===== src/rtl/uart_rx_pkg.sv =====
// Shared constants and types for the UART receive path; the transmit side reuses
// the frame length, state encoding and divider helpers.
package uart_rx_pkg;

    localparam int unsigned FRAME_BITS = 8;

    typedef enum logic [2:0] {
        ST_IDLE      = 3'd0,
        ST_START     = 3'd1,
        ST_DATA      = 3'd2,
        ST_STOP      = 3'd3,
        ST_WAIT_HIGH = 3'd4
    } rx_state_t;

    // Clock cycles per bit time (integer division, truncating).
    function automatic int unsigned uart_div(input int unsigned clk_hz,
                                             input int unsigned sclk_hz);
        return clk_hz / sclk_hz;
    endfunction

    // Cycles from the start edge to the middle of the start bit.
    function automatic int unsigned uart_half(input int unsigned clk_hz,
                                              input int unsigned sclk_hz);
        return uart_div(clk_hz, sclk_hz) / 2;
    endfunction

endpackage


===== src/rtl/uart_rx_if.sv =====
// Byte output channel of the receiver: valid/ready holding register plus
// one-cycle error pulses.
interface uart_rx_if;

    logic [uart_rx_pkg::FRAME_BITS-1:0] data;
    logic                               valid;
    logic                               ready;
    logic                               frame_err;
    logic                               overrun;

    modport master (
        output data,
        output valid,
        output frame_err,
        output overrun,
        input  ready
    );

    modport slave (
        input  data,
        input  valid,
        input  frame_err,
        input  overrun,
        output ready
    );

endinterface


===== src/rtl/uart_rx_sync_2ff.sv =====
// Two-flop synchronizer for signals entering the clk domain from outside.
module sync_2ff #(
    parameter int unsigned      WIDTH     = 1,
    parameter logic [WIDTH-1:0] RESET_VAL = '0
) (
    input  logic             clk,
    input  logic             rst,
    input  logic [WIDTH-1:0] d,
    output logic [WIDTH-1:0] q
);

    logic [WIDTH-1:0] meta_reg;
    logic [WIDTH-1:0] sync_reg;

    always_ff @(posedge clk or posedge rst) begin
        if (rst) begin
            meta_reg <= RESET_VAL;
            sync_reg <= RESET_VAL;
        end else begin
            meta_reg <= d;
            sync_reg <= meta_reg;
        end
    end

    assign q = sync_reg;

endmodule


===== src/rtl/uart_rx.sv =====
// 8N1 serial receiver: mid-bit sampling off a clock-derived bit timer, with a
// single-entry valid/ready holding register and framing/overrun pulses.
module uart_rx
    import uart_rx_pkg::*;
#(
    parameter int unsigned UART_CLK_HZ  = 510000000,
    parameter int unsigned UART_SCLK_HZ = 115200
) (
    input  logic clk,
    input  logic reset,
    input  logic uart_rxd,
    uart_rx_if.master rx
);

    localparam int unsigned DIV  = uart_div(UART_CLK_HZ, UART_SCLK_HZ);
    localparam int unsigned HALF = uart_half(UART_CLK_HZ, UART_SCLK_HZ);
    localparam int unsigned TW   = $clog2(DIV);

    localparam logic [TW-1:0] HALF_LOAD = TW'(HALF - 1);
    localparam logic [TW-1:0] DIV_LOAD  = TW'(DIV - 1);
    localparam logic [2:0]    LAST_BIT  = 3'(FRAME_BITS - 1);

    logic                  rxd_s;
    rx_state_t             state_reg;
    logic [TW-1:0]         timer_reg;
    logic [FRAME_BITS-1:0] shift_reg;
    logic [2:0]            bit_idx_reg;
    logic                  frame_err_reg;
    logic [FRAME_BITS-1:0] data_reg;
    logic                  valid_reg;
    logic                  overrun_reg;

    logic timer_done;
    logic byte_done;

    sync_2ff #(
        .WIDTH     (1),
        .RESET_VAL (1'b1)
    ) u_sync (
        .clk (clk),
        .rst (reset),
        .d   (uart_rxd),
        .q   (rxd_s)
    );

    assign timer_done = (timer_reg == '0);

    // A good stop bit hands the shifted byte to the holding register this cycle.
    assign byte_done = (state_reg == ST_STOP) && timer_done && rxd_s;

    always_ff @(posedge clk or posedge reset) begin
        if (reset) begin
            state_reg     <= ST_IDLE;
            timer_reg     <= '0;
            shift_reg     <= '0;
            bit_idx_reg   <= '0;
            frame_err_reg <= 1'b0;
        end else begin
            frame_err_reg <= 1'b0;
            case (state_reg)
                ST_IDLE: begin
                    if (!rxd_s) begin
                        timer_reg <= HALF_LOAD;
                        state_reg <= ST_START;
                    end
                end
                ST_START: begin
                    if (timer_done) begin
                        if (!rxd_s) begin
                            timer_reg   <= DIV_LOAD;
                            bit_idx_reg <= '0;
                            state_reg   <= ST_DATA;
                        end else begin
                            // Line went back high before mid-start: a glitch.
                            state_reg <= ST_IDLE;
                        end
                    end else begin
                        timer_reg <= timer_reg - TW'(1);
                    end
                end
                ST_DATA: begin
                    if (timer_done) begin
                        shift_reg   <= {rxd_s, shift_reg[FRAME_BITS-1:1]};
                        timer_reg   <= DIV_LOAD;
                        bit_idx_reg <= bit_idx_reg + 3'd1;
                        if (bit_idx_reg == LAST_BIT) begin
                            state_reg <= ST_STOP;
                        end
                    end else begin
                        timer_reg <= timer_reg - TW'(1);
                    end
                end
                ST_STOP: begin
                    // Leaving at mid-stop keeps half a bit of slack for the next start edge.
                    if (timer_done) begin
                        if (rxd_s) begin
                            state_reg <= ST_IDLE;
                        end else begin
                            frame_err_reg <= 1'b1;
                            state_reg     <= ST_WAIT_HIGH;
                        end
                    end else begin
                        timer_reg <= timer_reg - TW'(1);
                    end
                end
                ST_WAIT_HIGH: begin
                    if (rxd_s) begin
                        state_reg <= ST_IDLE;
                    end
                end
                default: begin
                    state_reg <= ST_IDLE;
                end
            endcase
        end
    end

    always_ff @(posedge clk or posedge reset) begin
        if (reset) begin
            data_reg    <= '0;
            valid_reg   <= 1'b0;
            overrun_reg <= 1'b0;
        end else begin
            overrun_reg <= 1'b0;
            if (byte_done) begin
                // A same-cycle accept frees the slot, so the new byte replaces it.
                if (!valid_reg || rx.ready) begin
                    data_reg  <= shift_reg;
                    valid_reg <= 1'b1;
                end else begin
                    overrun_reg <= 1'b1;
                end
            end else if (valid_reg && rx.ready) begin
                valid_reg <= 1'b0;
            end
        end
    end

    assign rx.data      = data_reg;
    assign rx.valid     = valid_reg;
    assign rx.frame_err = frame_err_reg;
    assign rx.overrun   = overrun_reg;

endmodule


===== src/flat_wrapper.sv =====
// flat-port wrapper written by rule: the top's interface ports become plain ports
module uart_rx_flat import uart_rx_pkg::*;
#(
    parameter int unsigned UART_CLK_HZ  = 510000000,
    parameter int unsigned UART_SCLK_HZ = 115200
)
  (clk, reset, uart_rxd, rx_data, rx_valid, rx_frame_err, rx_overrun, rx_ready);
  uart_rx_if rx_i ();
  input  logic clk;
  input  logic reset;
  input  logic uart_rxd;
  output wire logic [$bits(rx_i.data)-1:0] rx_data;
  output wire logic [$bits(rx_i.valid)-1:0] rx_valid;
  output wire logic [$bits(rx_i.frame_err)-1:0] rx_frame_err;
  output wire logic [$bits(rx_i.overrun)-1:0] rx_overrun;
  input wire logic [$bits(rx_i.ready)-1:0] rx_ready;
  assign rx_data = rx_i.data;
  assign rx_valid = rx_i.valid;
  assign rx_frame_err = rx_i.frame_err;
  assign rx_overrun = rx_i.overrun;
  assign rx_i.ready = rx_ready;
  uart_rx #(.UART_CLK_HZ(UART_CLK_HZ), .UART_SCLK_HZ(UART_SCLK_HZ)) u_core (.clk(clk), .reset(reset), .uart_rxd(uart_rxd), .rx(rx_i));
endmodule

===== config.mk =====
export PLATFORM = sky130hd
export DESIGN_NAME = uart_rx_flat
export DESIGN_NICKNAME = d
export VERILOG_FILES = /design/src/rtl/uart_rx_pkg.sv /design/src/rtl/uart_rx_if.sv /design/src/rtl/uart_rx_sync_2ff.sv /design/src/rtl/uart_rx.sv /design/src/flat_wrapper.sv
export SDC_FILE = /design/constraint.sdc
export NUM_CORES = 1
export LEC_CHECK = 0
export CAP_MARGIN = 5
export CELL_PAD_IN_SITES_DETAIL_PLACEMENT = 1
export CELL_PAD_IN_SITES_GLOBAL_PLACEMENT = 2
export CORE_UTILIZATION = 38
export CTS_BUF_LIST = sky130_fd_sc_hd__clkbuf_8 sky130_fd_sc_hd__clkbuf_16
export CTS_CLUSTER_DIAMETER = 40
export DETAILED_ROUTE_END_ITERATION = 6
export GPL_TIMING_DRIVEN = 0
export HOLD_SLACK_MARGIN = 0.05
export PLACE_DENSITY = 0.79
export SLEW_MARGIN = 25
export SYNTH_ARGS = -nofsm -noshare
export SYNTH_HDL_FRONTEND = slang
export SYNTH_SLANG_ARGS = --single-unit

===== constraint.sdc =====
create_clock -name clk -period 3.1 [get_ports clk]
set_clock_uncertainty 0.1 [all_clocks]
set_input_delay 0.31 -clock clk [delete_from_list [all_inputs] [get_ports clk]]
set_output_delay 0.31 -clock clk [all_outputs]
set_load 0.1 [all_outputs]

==> metrics.cfg, run 1 <==
[synth]
synth_edf_count=0
syn_inst=175
synthFlopType=dfrtp_1
syn_nets=183
yosysTopAreaCell=dfrtp_1
seq_area_frac_synth=0.520
avgSynthCellArea_um2=11.0
synth_warnings=0
synth_top_area_frac=0.493
syn-cell-area_mm2=0.00193
synth_seq_cells=40
netlist-cell-type-count=49
async_reset_ff_frac=1.00
synth.area.top_cells=dfrtp_1 49%, mux2_2 9.3%, dfstp_2 2.7%, nor2_1 2.7%, ha_1 2.6%

[timing]
setup_tns_ps=0
report.final.slew_viol_count=0
fin_ws_ps=246
setup_violations=0
worstMarginPinSlew_ps=986
slew-limit-headroom=0.340
rsz0062_at_grt=false
timing.fmax_mhz=350
min_period_ps=2850
hold_violations=0
fin_crit_sh=0.921

[clock_network]
postCtsHoldBufs=0
cts_root_buf=clkbuf_8
clkTransAtPathRegs_ps=90
htree_levels=2
cts.sinks=40
clockBufferDepth=2
cts_buffers=5
cts_tree=built
clk_latency_ps=290

[worst_setup_path]
crit_type=reg2reg
cp_slowest_cell=or4_1
start_kind=flop
critPathMaxStageDelay_ps=540
path_max_fanout=8
worstPathCellList=or4_1, buf_2, or4b_1, buf_2, a21boi_1, o21bai_1, a21o_1
crit_arrival_ps=2950
crit_required_ps=3190
cpMostUsedCell=buf_2
critPathBufInv=2
crit_family=simple AND/OR/NAND/NOR gates
cp-end-kind=flop

[layout]
largest_register_ffs=13
insertedDiodeCount=0
nets=205
fillCellCount=556
drive_above_1_share=0.217
final_cell_mix=38 x dfrtp_1, 16 x mux2_2, 14 x nor2_1, 14 x clkdlybuf4s50_1, 11 x nand2_1
areaGrowthSynthToFinish_pct=19.3
multi_input_area_um2=881
regArea_mm2=0.00100
mostFrequentLayoutCell=dfrtp_1

[global_routing]
grt_start_max_net_pins=27
globalRouteTotalUtil=0.188
grt_overflow=0
grt_first_pass_wirelength_um=7520
antenna_found_initial=0
grt_pass1_vias=1517

[die]
core_mm2=0.00482
start_util=0.401
io_pins=15
rows=25
dieArea_mm2=0.00537
die_y_um=73.3
die_x_um=73.3

[routing]
wirelength_um=4340
firstDrtPassIters=4
vias=1448
antenna_left=0
drtIter0Drc=71
drc_errors=0
wl_per_cell_um=16.4
avgViaCountPerCell=5.46

[power]
p_seq_frac=0.535
comb_power_share=0.021
p_sw_uw=207
powerDensity_mw_per_mm2=426
power_frac_clock=0.444
p_int_uw=774
peakVddDrop_mv=0.312
sw_frac_of_total=0.211
leakagePower_nw=1.02

[placed_design]
pre_cts_slack_ps=166
io_buffers=14
dp_hpwl_um=3190
gp_congestion=0.812

[outcome]
outcome=complete, no violations

[job]
cap_viol_max_count=0

[min_path]
min_path_type=in2async

## cell usage after synthesis, drive strengths merged, types with 2 or more instances
| cell | count |
|---|---|
| nor2 | 14 |
| dfstp | 2 |
| or4 | 2 |
| a21o | 2 |
| nor2b | 5 |
| nor4 | 6 |
| o21bai | 2 |
| a211o | 2 |
| nand2 | 12 |
| o22a | 6 |
| ha | 4 |
| nor3 | 6 |
| nor3b | 3 |
| inv | 5 |
| clkbuf | 3 |
| o21ba | 2 |
| a31oi | 3 |
| mux2 | 16 |
| dfrtp | 38 |
| nand3 | 3 |
| o21ai | 5 |
| buf | 5 |
| a21oi | 8 |
## stage by stage
| stage | area [µm²] | hold slack (ps) | instances | total power [mW] | util |
|---|---|---|---|---|---|
| 3_3_place_gp | 2150 | 247 | 256 | 0.553 | 0.447 |
| 2_1_floorplan | 1930 | 214 | 175 | 0.546 | - |
| 6_report | 2300 | 197 | 265 | 0.981 | 0.478 |
| 3_5_place_dp | 2180 | 252 | 257 | 0.557 | 0.452 |
| 5_1_grt | 2300 | 236 | 265 | 1.02 | 0.478 |
| 4_1_cts | 2300 | 206 | 265 | 0.998 | 0.477 |
## layer usage
metal / GRT usage / share of wire / vias up / wire [µm]
li1: - / - / 686 / -
met1: 0.250 / 0.47 / 729 / 2030
met2: 0.291 / 0.48 / 26 / 2090
met3: 0.0508 / 0.038 / 7 / 165
met4: 0.0741 / 0.014 / 0 / 61
met5: 0 / 0 / - / 0
## layout make-up
cell class                      instances  area share
Tap cell                               67      0.0364
Timing Repair Buffer                   15      0.0696
Inverter                                5     0.00816
Multi-Input combinational cell        122       0.383
Buffer                                  8      0.0163
Sequential cell                        40       0.436
Clock buffer                            5      0.0299
Clock inverter                          3      0.0207
## power groups by stage
stage / combinational, mW / sequential (mW) / clock [mW]
global placement: 0.0177 / 0.535 / 0
detailed placement: 0.0217 / 0.535 / 0
CTS: 0.0217 / 0.525 / 0.451
finish: 0.0208 / 0.525 / 0.435
global route: 0.0239 / 0.525 / 0.471
floorplan: 0.0108 / 0.535 / 0
## final timing paths
path | from | endpoint | slack, ps | depth (start not counted)
max | u_core.timer_reg[2] | u_core.timer_reg[10] | 250 | 7
min | reset | u_core.bit_idx_reg[1] | 200 | 2
max reg2reg | u_core.timer_reg[2] | u_core.timer_reg[10] | 250 | 7
min reg2reg | u_core.u_sync.meta_reg | u_core.u_sync.q | 260 | 0
max in group asynchronous | reset | u_core.rx.data[1] | 2240 | 3
min in group clk | u_core.u_sync.meta_reg | u_core.u_sync.q | 260 | 0
## logic make-up (layout without fill, tap and decap cells)
logic type,count (synthesis),in the layout,synth area share
fa+ha+maj,4,4,0.0259
xor+xnor,1,1,0.00454
compound gates,40,40,0.156
simple gates,60,60,0.165
mux,17,17,0.0986
flops,40,40,0.520
buf+inv,13,36,0.0292
## worst reg2reg max path, cell delays in order (launching register included)
cell	delay, ps
dfrtp_1	420
or4_1	540
buf_2	180
or4b_1	500
buf_2	190
a21boi_1	480
o21bai_1	160
a21o_1	190
## what timing repair did
action	in CTS	in global routing
gates resized for setup	0	1
setup endpoints to repair	0	1
setup buffers	0	0
Power figures use the tool's default switching activity.
==> inputs of run 2 (changes only) <==
--- a/config.mk
+++ b/config.mk
@@ -9,7 +9,6 @@
 export CELL_PAD_IN_SITES_DETAIL_PLACEMENT = 1
 export CELL_PAD_IN_SITES_GLOBAL_PLACEMENT = 2
 export CORE_UTILIZATION = 38
-export CTS_BUF_LIST = sky130_fd_sc_hd__clkbuf_8 sky130_fd_sc_hd__clkbuf_16
 export CTS_CLUSTER_DIAMETER = 40
 export DETAILED_ROUTE_END_ITERATION = 6
 export GPL_TIMING_DRIVEN = 0
==> results of run 2 <==
No change in the layout: final DEF, timing and power equal those of run 1.
